`src/rtl/multitap_gen.sv`:
```
// Parametrised Mega Drive multitap: per-pad type IDs, packed data walk over present
// pads, and an idle timeout that rearms the frame.
module multitap_gen #(
   parameter int NUM_PADS       = 4,
   parameter int TIMEOUT_CYCLES = 65536
) (
   input  logic                    clk,
   input  logic                    reset,
   input  logic                    port_sel,
   input  logic [2*NUM_PADS-1:0]   pad_type,
   input  logic [12*NUM_PADS-1:0]  buttons,
   output logic [6:0]              port1_out,
   input  logic [6:0]              port1_in,
   input  logic [6:0]              port1_dir,
   output logic [6:0]              port2_out,
   input  logic [6:0]              port2_in,
   input  logic [6:0]              port2_dir,
   output logic                    busy
);

   localparam int HDR_END = 4 + NUM_PADS;
   localparam int PW      = $clog2(NUM_PADS + 1);
   localparam int TW      = (TIMEOUT_CYCLES > 1) ? $clog2(TIMEOUT_CYCLES) : 1;

   logic [1:0]            hs, state;
   logic [5:0]            cnt, cnt_nxt;
   logic [6:0]            out_q;
   logic [2*NUM_PADS-1:0] type_q;
   logic [PW-1:0]         ptr, ptr_first, ptr_next;
   logic [1:0]            nib_idx;
   logic [TW-1:0]         timer;
   logic                  edge_det, th_rise, timeout, last_nib;
   logic [3:0]            nib;
   logic [1:0]            slot_type;
   int                    ptr_i;

   function automatic logic [5:0] sat_inc6(input logic [5:0] v);
      return (v == 6'd63) ? v : v + 6'd1;
   endfunction

   always_comb begin
      hs       = port_sel ? (port2_in[6:5] | port2_dir[6:5]) : (port1_in[6:5] | port1_dir[6:5]);
      edge_det = (hs != state);
      th_rise  = !state[1] && hs[1];
      cnt_nxt  = th_rise ? 6'd0 : sat_inc6(cnt);
      timeout  = (TIMEOUT_CYCLES != 0) && (timer == TW'(TIMEOUT_CYCLES - 1));
   end

   // Present-slot search: absent slots have type bit 1 set
   always_comb begin
      ptr_first = PW'(NUM_PADS);
      ptr_next  = PW'(NUM_PADS);
      for (int j = NUM_PADS - 1; j >= 0; j--) begin
         if (!type_q[2*j+1]) begin
            ptr_first = PW'(j);
            if (PW'(j) > ptr) ptr_next = PW'(j);
         end
      end
   end

   always_comb begin
      ptr_i     = (ptr < PW'(NUM_PADS)) ? int'(ptr) : 0;
      last_nib  = type_q[2*ptr_i] ? (nib_idx == 2'd2) : (nib_idx == 2'd1);
      slot_type = 2'b11;
      nib       = 4'hF;
      if (cnt == 6'd0)
         nib = 4'b0011;
      else if (cnt == 6'd1)
         nib = 4'b1111;
      else if (cnt < 6'd4)
         nib = 4'b0000;
      else if (int'(cnt) < HDR_END) begin
         slot_type = type_q[2*(int'(cnt)-4) +: 2];
         nib       = slot_type[1] ? 4'hF : {3'b000, slot_type[0]};
      end else if (ptr != PW'(NUM_PADS))
         nib = ~buttons[12*ptr_i + 4*int'(nib_idx) +: 4];
   end

   always_ff @(posedge clk) begin
      if (reset) begin
         state   <= 2'b11;
         cnt     <= 6'd0;
         out_q   <= 7'b1100011;
         ptr     <= '0;
         nib_idx <= 2'd0;
         timer   <= '0;
      end else begin
         out_q <= {state, state[0], nib};
         if (int'(cnt) < HDR_END) begin
            ptr     <= ptr_first;
            nib_idx <= 2'd0;
         end
         if (edge_det) begin
            state <= hs;
            cnt   <= cnt_nxt;
            timer <= '0;
            if (int'(cnt) >= HDR_END && !th_rise && ptr != PW'(NUM_PADS)) begin
               if (last_nib) begin
                  ptr     <= ptr_next;
                  nib_idx <= 2'd0;
               end else
                  nib_idx <= nib_idx + 2'd1;
            end
         end else if (timeout) begin
            cnt     <= 6'd0;
            ptr     <= '0;
            nib_idx <= 2'd0;
            timer   <= '0;
         end else
            timer <= timer + TW'(1);
      end
   end

   // Pad types are frozen for the whole frame at its first handshake edge
   always_ff @(posedge clk) begin
      if (!reset && edge_det && !th_rise && cnt == 6'd0)
         type_q <= pad_type;
   end

   assign port1_out = (~port1_dir & port1_in) | (port1_dir & out_q);
   assign port2_out = (~port2_dir & port2_in) | (port2_dir & out_q);
   assign busy      = (cnt != 6'd0);

endmodule

```
`config.mk`:
```
export PLATFORM = sky130hd
export DESIGN_NAME = multitap_gen
export DESIGN_NICKNAME = d
export VERILOG_FILES = /design/src/rtl/multitap_gen.sv
export SDC_FILE = /design/constraint.sdc
export NUM_CORES = 1
export LEC_CHECK = 0
export CAP_MARGIN = 10
export CORE_UTILIZATION = 40
export DETAILED_ROUTE_END_ITERATION = 12
export PLACE_DENSITY = 0.71
export SLEW_MARGIN = 10
export SYNTH_ARGS = -nofsm -noshare
export SYNTH_HDL_FRONTEND = slang
export SYNTH_SLANG_ARGS = --single-unit
export TNS_END_PERCENT = 30
```
`constraint.sdc`:
```
create_clock -name clk -period 4 [get_ports clk]
set_clock_uncertainty 0.1 [all_clocks]
set_input_delay 0.8 -clock clk [delete_from_list [all_inputs] [get_ports clk]]
set_output_delay 0.8 -clock clk [all_outputs]
set_load 0.005 [all_outputs]
```
== Word-level counts from Yosys, hierarchy flattened ==
Cells that the tools add are included.

* Flip-flop bits (word level): 44
* Output and inout port bits: 15
* Input port bits: 87
* Logic and storage cells: 98

* Add/subtract/negate cells: 5
* Multipliers: 1
* Mux-type cells: 37
* Shifts and indexed selects: 2
* Equal/unequal tests: 8
* Magnitude comparators: 9
* Bitwise logic cells: 11
* Reduce and logical (&&, ||, !) cells: 16

{| class="wikitable"
|+ Operators by type and width
! operator !! count
|-
| two-way mux 3 bit || 18
|-
| variable part select 48 x 9 -> 4 bit || 1
|-
| AND 7 bit || 4
|-
| two-way mux 6 bit || 4
|-
| two-way mux 4 bit || 5
|-
| adder 16 x 1 -> 16 bit (second input constant) || 1
|-
| == test 16 bit (second input constant) || 1
|-
| inverter 7 bit || 2
|-
| bitwise OR 7 bit || 2
|-
| two-way mux 2 bit || 6
|-
| adder 7 x 4 -> 8 bit || 1
|-
| variable part select 8 x 8 -> 2 bit || 1
|-
| subtractor 6 x 3 -> 7 bit (second input constant) || 1
|-
| adder 6 x 1 -> 6 bit (second input constant) || 1
|-
| == test 6 x 1 -> 1 bit (second input constant) || 1
|-
| == test 6 bit (second input constant) || 1
|-
| >= comparator 6 x 4 -> 1 bit (second input constant) || 1
|-
| greater-than comparator 1 x 3 -> 1 bit (first input constant) || 2
|-
| greater-than comparator 2 x 3 -> 1 bit (first input constant) || 2
|-
| logical AND 1 bit || 6
|-
| zero test 6 bit || 1
|-
| less-than comparator 6 x 3 -> 1 bit (second input constant) || 1
|-
| less-than comparator 6 x 4 -> 1 bit (second input constant) || 1
|-
| inequality test 3 bit (second input constant) || 2
|-
| other kinds (17) || 23
|}

== Longest topological paths before layout ==
* Depth after elaboration: 12
* Gate-level depth with buffers: 11
* Depth with buffers taken out: 10

== Worst setup path after synthesis ==
OpenSTA, ideal clock, no wires.

* Path kind: input -> register
* Start point: input port_sel
* End point: register type_q[0], enable pin
* Stages on the path: 8
* Buffers on the path: 1
* Required time: 3.505 ns
* Slack: 0.730 ns
* Arrival: 2.775 ns
* Library setup time: 0.395 ns
* Cells stage by stage: nor3_1 a21oi_1 ha_1 nor2b_1 o21ai_0 nand2_1 clkdlybuf4s15_1 nor4_1

* Word-level cells in the longest chain between the ends: 5
* Elaborated cells on any way between the ends: 7
* Classes of those cells: 1 x eq/ne; 1 x mux; 5 x reduce/logical

{| class="wikitable"
|+ RTL lines
! what !! line !! source
|-
| from (decl) || 9 || <nowiki>input logic port_sel,</nowiki>
|-
| two-way mux 2 bit * || 42 || <nowiki>hs = port_sel ? (port2_in[6:5] | port2_dir[6:5]) : (port1_in[6:5] | port1_dir[6:5]);</nowiki>
|-
| via hs[1] || 25 || <nowiki>logic [1:0] hs, state;</nowiki>
|-
| inequality test 2 bit / logical AND 1 bit (equally long branches) || 43, 44 ||
|-
| logical AND 1 bit / zero test 1 bit (equally long branches) || 116 || <nowiki>if (!reset && edge_det && !th_rise && cnt == 6'd0)</nowiki>
|-
| logical AND 1 bit * (2 in a row) || 116 ||
|-
| to (signal assigned) || 117 || <nowiki>type_q <= pad_type;</nowiki>
|-
| to (decl) || 28 || <nowiki>logic [2*NUM_PADS-1:0] type_q;</nowiki>
|}

Mark *: on every way through the listed nets, which the timed path passes. The rest lies on a longest branch.
A chain may end at the register's enable or synchronous reset.

== Final worst setup path ==
* Start point: register ptr[0]
* End point: register out_q[1]

* Word-level cells in the longest chain between the ends: 9
* Elaborated cells on any way between the ends: 10
* Classes of those cells: 1 x add/sub; 1 x mul; 1 x order compare; 1 x eq/ne; 1 x shift; 4 x mux; 1 x bitwise

{| class="wikitable"
|+ RTL lines
! what !! line !! source
|-
| from (decl) || 29 || <nowiki>logic [PW-1:0] ptr, ptr_first, ptr_next;</nowiki>
|-
| from (signal assigned) || 90 || <nowiki>ptr <= ptr_first;</nowiki>
|-
| from (signal assigned) || 99 || <nowiki>ptr <= ptr_next;</nowiki>
|-
| less-than comparator 3 bit || 62 || <nowiki>ptr_i = (ptr < PW'(NUM_PADS)) ? int'(ptr) : 0;</nowiki>
|-
| two-way mux 3 bit || 62 ||
|-
| multiplier 2 x 3 -> 5 bit || 76 || <nowiki>nib = ~buttons[12*ptr_i + 4*int'(nib_idx) +: 4];</nowiki>
|-
| adder 7 x 4 -> 8 bit || 76 ||
|-
| variable part select 48 x 9 -> 4 bit || 76 ||
|-
| inverter 4 bit || 76 ||
|-
| two-way mux 4 bit * || 75 || <nowiki>end else if (ptr != PW'(NUM_PADS))</nowiki>
|-
| two-way mux 4 bit * || 72 || <nowiki>else if (int'(cnt) < HDR_END) begin</nowiki>
|-
| two-way mux 4 bit * || 70 || <nowiki>else if (cnt < 6'd4)</nowiki>
|-
| to (signal assigned) || 88 || <nowiki>out_q <= {state, state[0], nib};</nowiki>
|-
| to (decl) || 27 || <nowiki>logic [6:0] out_q;</nowiki>
|}

Every way passes the cells marked *; elsewhere a longest branch is shown, timed or not.

==> results.txt <==
----------------------------------------------------
[Synth]
  EDFF count, synth ... 8
  Complex-gate fraction of the synthesized area ... 14.9%
  Share of async-settable or async-resettable flops after synthesis ... 0%
  Post-Syn Nets ... 426
  Post-synthesis simple-gate area fraction ... 22.9%
  Gate Count Post-Synth ... 328
  Most used flip-flop cell after synthesis ... sky130_fd_sc_hd__dfxtp_1
  Yosys top cell area share ... 23.6%
  Top cell type by total area after synthesis ... sky130_fd_sc_hd__dfxtp_1
  Mean area per synthesized cell ... 9.30 µm²
  Number of storage elements in the synthesis netlist ... 44
  Mux share of post-synthesis cell area ... 16.2%
  Mapped Area ... 0.00305 mm²
  Seq/Total Area, Yosys ... 31.5%
  Number of warning messages in the yosys log ... 0
  Fraction of synthesized cell area in xor and xnor cells ... 5.66%
  Post-synthesis share of cell area spent on full adders, half adders and majority gates ... 4.76%
  Dominant combinational cell family by area after synthesis ... simple AND/OR/NAND/NOR gates
  Leading post-synthesis cells by cell area ... sky130_fd_sc_hd__dfxtp_1 24%, sky130_fd_sc_hd__edfxtp_1 7.9%, sky130_fd_sc_hd__mux2_2 7.0%, sky130_fd_sc_hd__mux4_2 5.9%, sky130_fd_sc_hd__ha_1 4.1%
  Number of distinct standard cells referenced by the synthesized netlist ... 63

[Layout]
  Number of antenna repair diodes ... 0
  Area growth from synthesis to layout ... 39.6%
  Number of nets in the layout ... 527
  Final non-filler cell area ... 0.00426 mm²
  Filler cell count in the final layout ... 665
  Non-Filler Instances ... 529
  Share of the core filled with cells in the final layout ... 58.4%
  Fraction of final layout cells with drive strength greater than 1 ... 13.5%

[Placement]
  Inst Count DP ... 521
  I/O Buffers ... 101
  Total placed instance area ... 0.00414 mm²
  Dpl hpwl ... 6640 µm
  GPL Wtd Cong ... 0.809

[Worst setup path]
  Reg-to-reg endpoint ... out_q[1]
  Critical path required time ... 4.07 ns
  Crit path max fanout ... 16
  Startpoint of the worst register-to-register path ... ptr[0]
  CP Cell Sequence ... nor2b_4, inv_1, ha_1, fa_1, xnor2_2, buf_4, mux2i_1, mux2_2, a2111oi_0, o21ai_0
  Type of element capturing the critical path ... flip-flop
  Register-to-Register Setup Slack ... 0.72 ns
  Termination of the worst setup path ... out_q[1]
  Arr. time, crit path ... 3.36 ns
  Worst reg2reg path depth ... 10
  Crit path kind ... reg -> reg
  Type of origin of the critical path ... flip-flop
  CP Launch Point ... ptr[0]
  Critical-path cell with the highest stage delay ... sky130_fd_sc_hd__dfxtp_1
  Stage delay of the slowest cell on the critical path ... 0.58 ns

[Clock network]
  Hold buffers post-CTS ... 0
  H-tree levels ... 2
  Post-CTS sizing ... 0
  Max Buffers Root-to-Sink ... 2
  Cts bufs inserted ... 5
  Clk root buf ... sky130_fd_sc_hd__clkbuf_8
  TritonCTS clock tree ... built
  Postcts setup bufs ... 0
  Clock insertion delay at the later pin of the skew report ... 0.31 ns
  Sinks on Clock Net ... 44
  CTS clk-pin slew, worst paths ... 0.08 ns

[STA]
  Unrepaired setup endpoints after global routing ... no
  Number of setup violations in the final report ... 0
  Least-Margin Pin Slew ... 0.903 ns
  Number of pins with negative max-slew slack in the final report ... 0
  Max Clock Freq ... 305 MHz
  Sum of negative setup slack ... 0 ns
  Relative slew slack ... 38.3%
  WHS ... 0.340 ns
  Number of hold violations in the final report ... 0
  Post-route minimum period ... 3.28 ns
  Final Cycle Share ... 82.1%

[Worst hold path]
  Hold Path Depth ... 2
  Classification of the worst-slack hold path ... reg -> reg
  Origin of the worst min-delay path ... state[1]

[Power]
  Power share of the clock group ... 30.2%
  Reg power frac ... 42.8%
  Reported net switching power ... 0.000310 W
  Net Sw Frac ... 26.7%
  Internal power ... 0.000851 W
  Max rail drop VDD ... 0.231 mV
  Leakage dissipation ... 1.47 nW
  Pwr dens ... 273 mW/mm²
  Comb pwr share ... 27.0%

[Route]
  Vias/cell ... 5.50
  Total length of routed wires ... 8380 µm
  DRC viols ... 0
  First drt pass iteration count ... 4
  Number of nets with antenna violations after detailed routing ... 0
  Via count ... 2912
  Starting DRT DRC Count ... 202
  Mean routed wirelength per cell ... 15.8 µm

[Global route]
  Global-route congestion overflow total ... 0
  Antenna violations before repair ... 0
  First-pass GRT wire length ... 13500 µm
  Vias in the first global route ... 2815
  Pin count of the biggest net entering global routing ... 17
  Global-route total usage across every layer ... 21.9%

[Floorplan]
  Die width ... 89.3 µm
  Starting utilization of the core area ... 41.8%
  Die Ht ... 89.3 µm
  Die Area ... 0.00798 mm²
  FP Rows ... 31
  Core Area ... 0.00729 mm²
  Total I/O pin count ... 102

[Job]
  Max capacitance violation total ... 0

[Run status]
  Result of the run ... complete, no violations

----------------------------------------------------
-- how the worst min path moves through the flow --
stage	to	slack, ns
after floorplan	out_q[6]	0.30
after detailed placement	out_q[6]	0.33
after global placement	out_q[6]	0.32
final	out_q[6]	0.34
after global routing	out_q[6]	0.36
after CTS	out_q[6]	0.35
-- placed cells by master, fill, tap and decap left out, types with 5 or more instances in the layout --
cell / count
sky130_fd_sc_hd__a211oi_1: 6
sky130_fd_sc_hd__a21oi_1: 15
sky130_fd_sc_hd__a31oi_1: 6
sky130_fd_sc_hd__clkbuf_8: 5
sky130_fd_sc_hd__clkdlybuf4s50_1: 101
sky130_fd_sc_hd__dfxtp_1: 36
sky130_fd_sc_hd__edfxtp_1: 8
sky130_fd_sc_hd__ha_1: 10
sky130_fd_sc_hd__inv_1: 14
sky130_fd_sc_hd__mux2_2: 19
sky130_fd_sc_hd__mux2i_1: 10
sky130_fd_sc_hd__mux4_2: 8
sky130_fd_sc_hd__nand2_1: 31
sky130_fd_sc_hd__nand2b_1: 5
sky130_fd_sc_hd__nand3_1: 7
sky130_fd_sc_hd__nand4_1: 6
sky130_fd_sc_hd__nor2_1: 25
sky130_fd_sc_hd__nor2b_1: 6
sky130_fd_sc_hd__nor3_1: 10
sky130_fd_sc_hd__o21ai_0: 15
sky130_fd_sc_hd__xnor2_1: 7
sky130_fd_sc_hd__xor2_1: 9
-- synthesized netlist by cell type, drive strengths merged (4+ instances only) --
cell,n
nor2,25
nor2b,7
xor2,9
nand4,6
nand3,7
nor3,10
nor4,5
mux2i,10
a31oi,6
or3,6
a21oi,15
nand2,31
xnor2,9
o31ai,4
ha,10
nor3b,5
or4,4
edfxtp,8
mux2,19
o21ai,15
inv,14
clkbuf,4
buf,6
nand2b,5
a211oi,6
dfxtp,36
mux4,8
-- cell families after synthesis --
kind of cell | after synthesis
compound gates | 68
xor+xnor | 18
fa+ha+maj | 11
buf+inv | 25
flops | 44
mux | 37
simple gates | 125
-- sequential cells by signal (all words and copies together), names as in the netlist --
name / count
timer: 16
type_q: 8
out_q: 7
cnt: 6
ptr: 3
nib_idx: 2
state: 2
-- through the flow --
| step | total power [W] | worst slack, ns |
|---|---|---|
| 2_1_floorplan | 0.000660 | 0.730 |
| 3_3_place_gp | 0.000812 | 0.590 |
| 3_5_place_dp | 0.000819 | 0.587 |
| 4_1_cts | 0.00117 | 0.660 |
| 5_1_grt | 0.00122 | 0.407 |
| 6_report | 0.00116 | 0.716 |
-- power by group through the flow --
stage | Clock (W) | Sequential [W] | Combinational (W)
after floorplan | 0 | 0.000496 | 0.000164
after global placement | 0 | 0.000507 | 0.000305
after detailed placement | 0 | 0.000507 | 0.000312
after CTS | 0.000356 | 0.000497 | 0.000315
after global routing | 0.000376 | 0.000501 | 0.000343
final | 0.000351 | 0.000497 | 0.000314
-- worst max-delay path, delay by kind of cell (launching register included) --
kind	cells	cell delay [ns]
XOR/XNOR	1	0.14
adder cells (fa/ha/maj)	2	0.81
multiplexers	2	0.37
buffers and inverters	2	0.33
flip-flops	1	0.58
AO/OA/AOI/OAI	2	0.53
AND/OR/NAND/NOR	1	0.29
-- metal layers --
metal	wire length (µm)	GRT usage, %	part of all wire, %	vias up
met5	0	0	0	-
met4	110	5.63	1.3	0
met2	3920	37.2	47	95
li1	-	-	-	1432
met3	541	4.34	6.5	14
met1	3810	28.6	45	1371
-- final cells by class --
class	count	area [µm²]	share of cell area (%)
repair buffers	105	1040	24.5
flip-flops and latches	44	961	22.6
multi-input cells	259	1960	46.1
inverters	14	52.6	1.23
clock buffers	5	68.8	1.62
clock inverters	3	45.0	1.06
well taps	99	124	2.91
No activity file was read; power rests on OpenSTA's default activity.
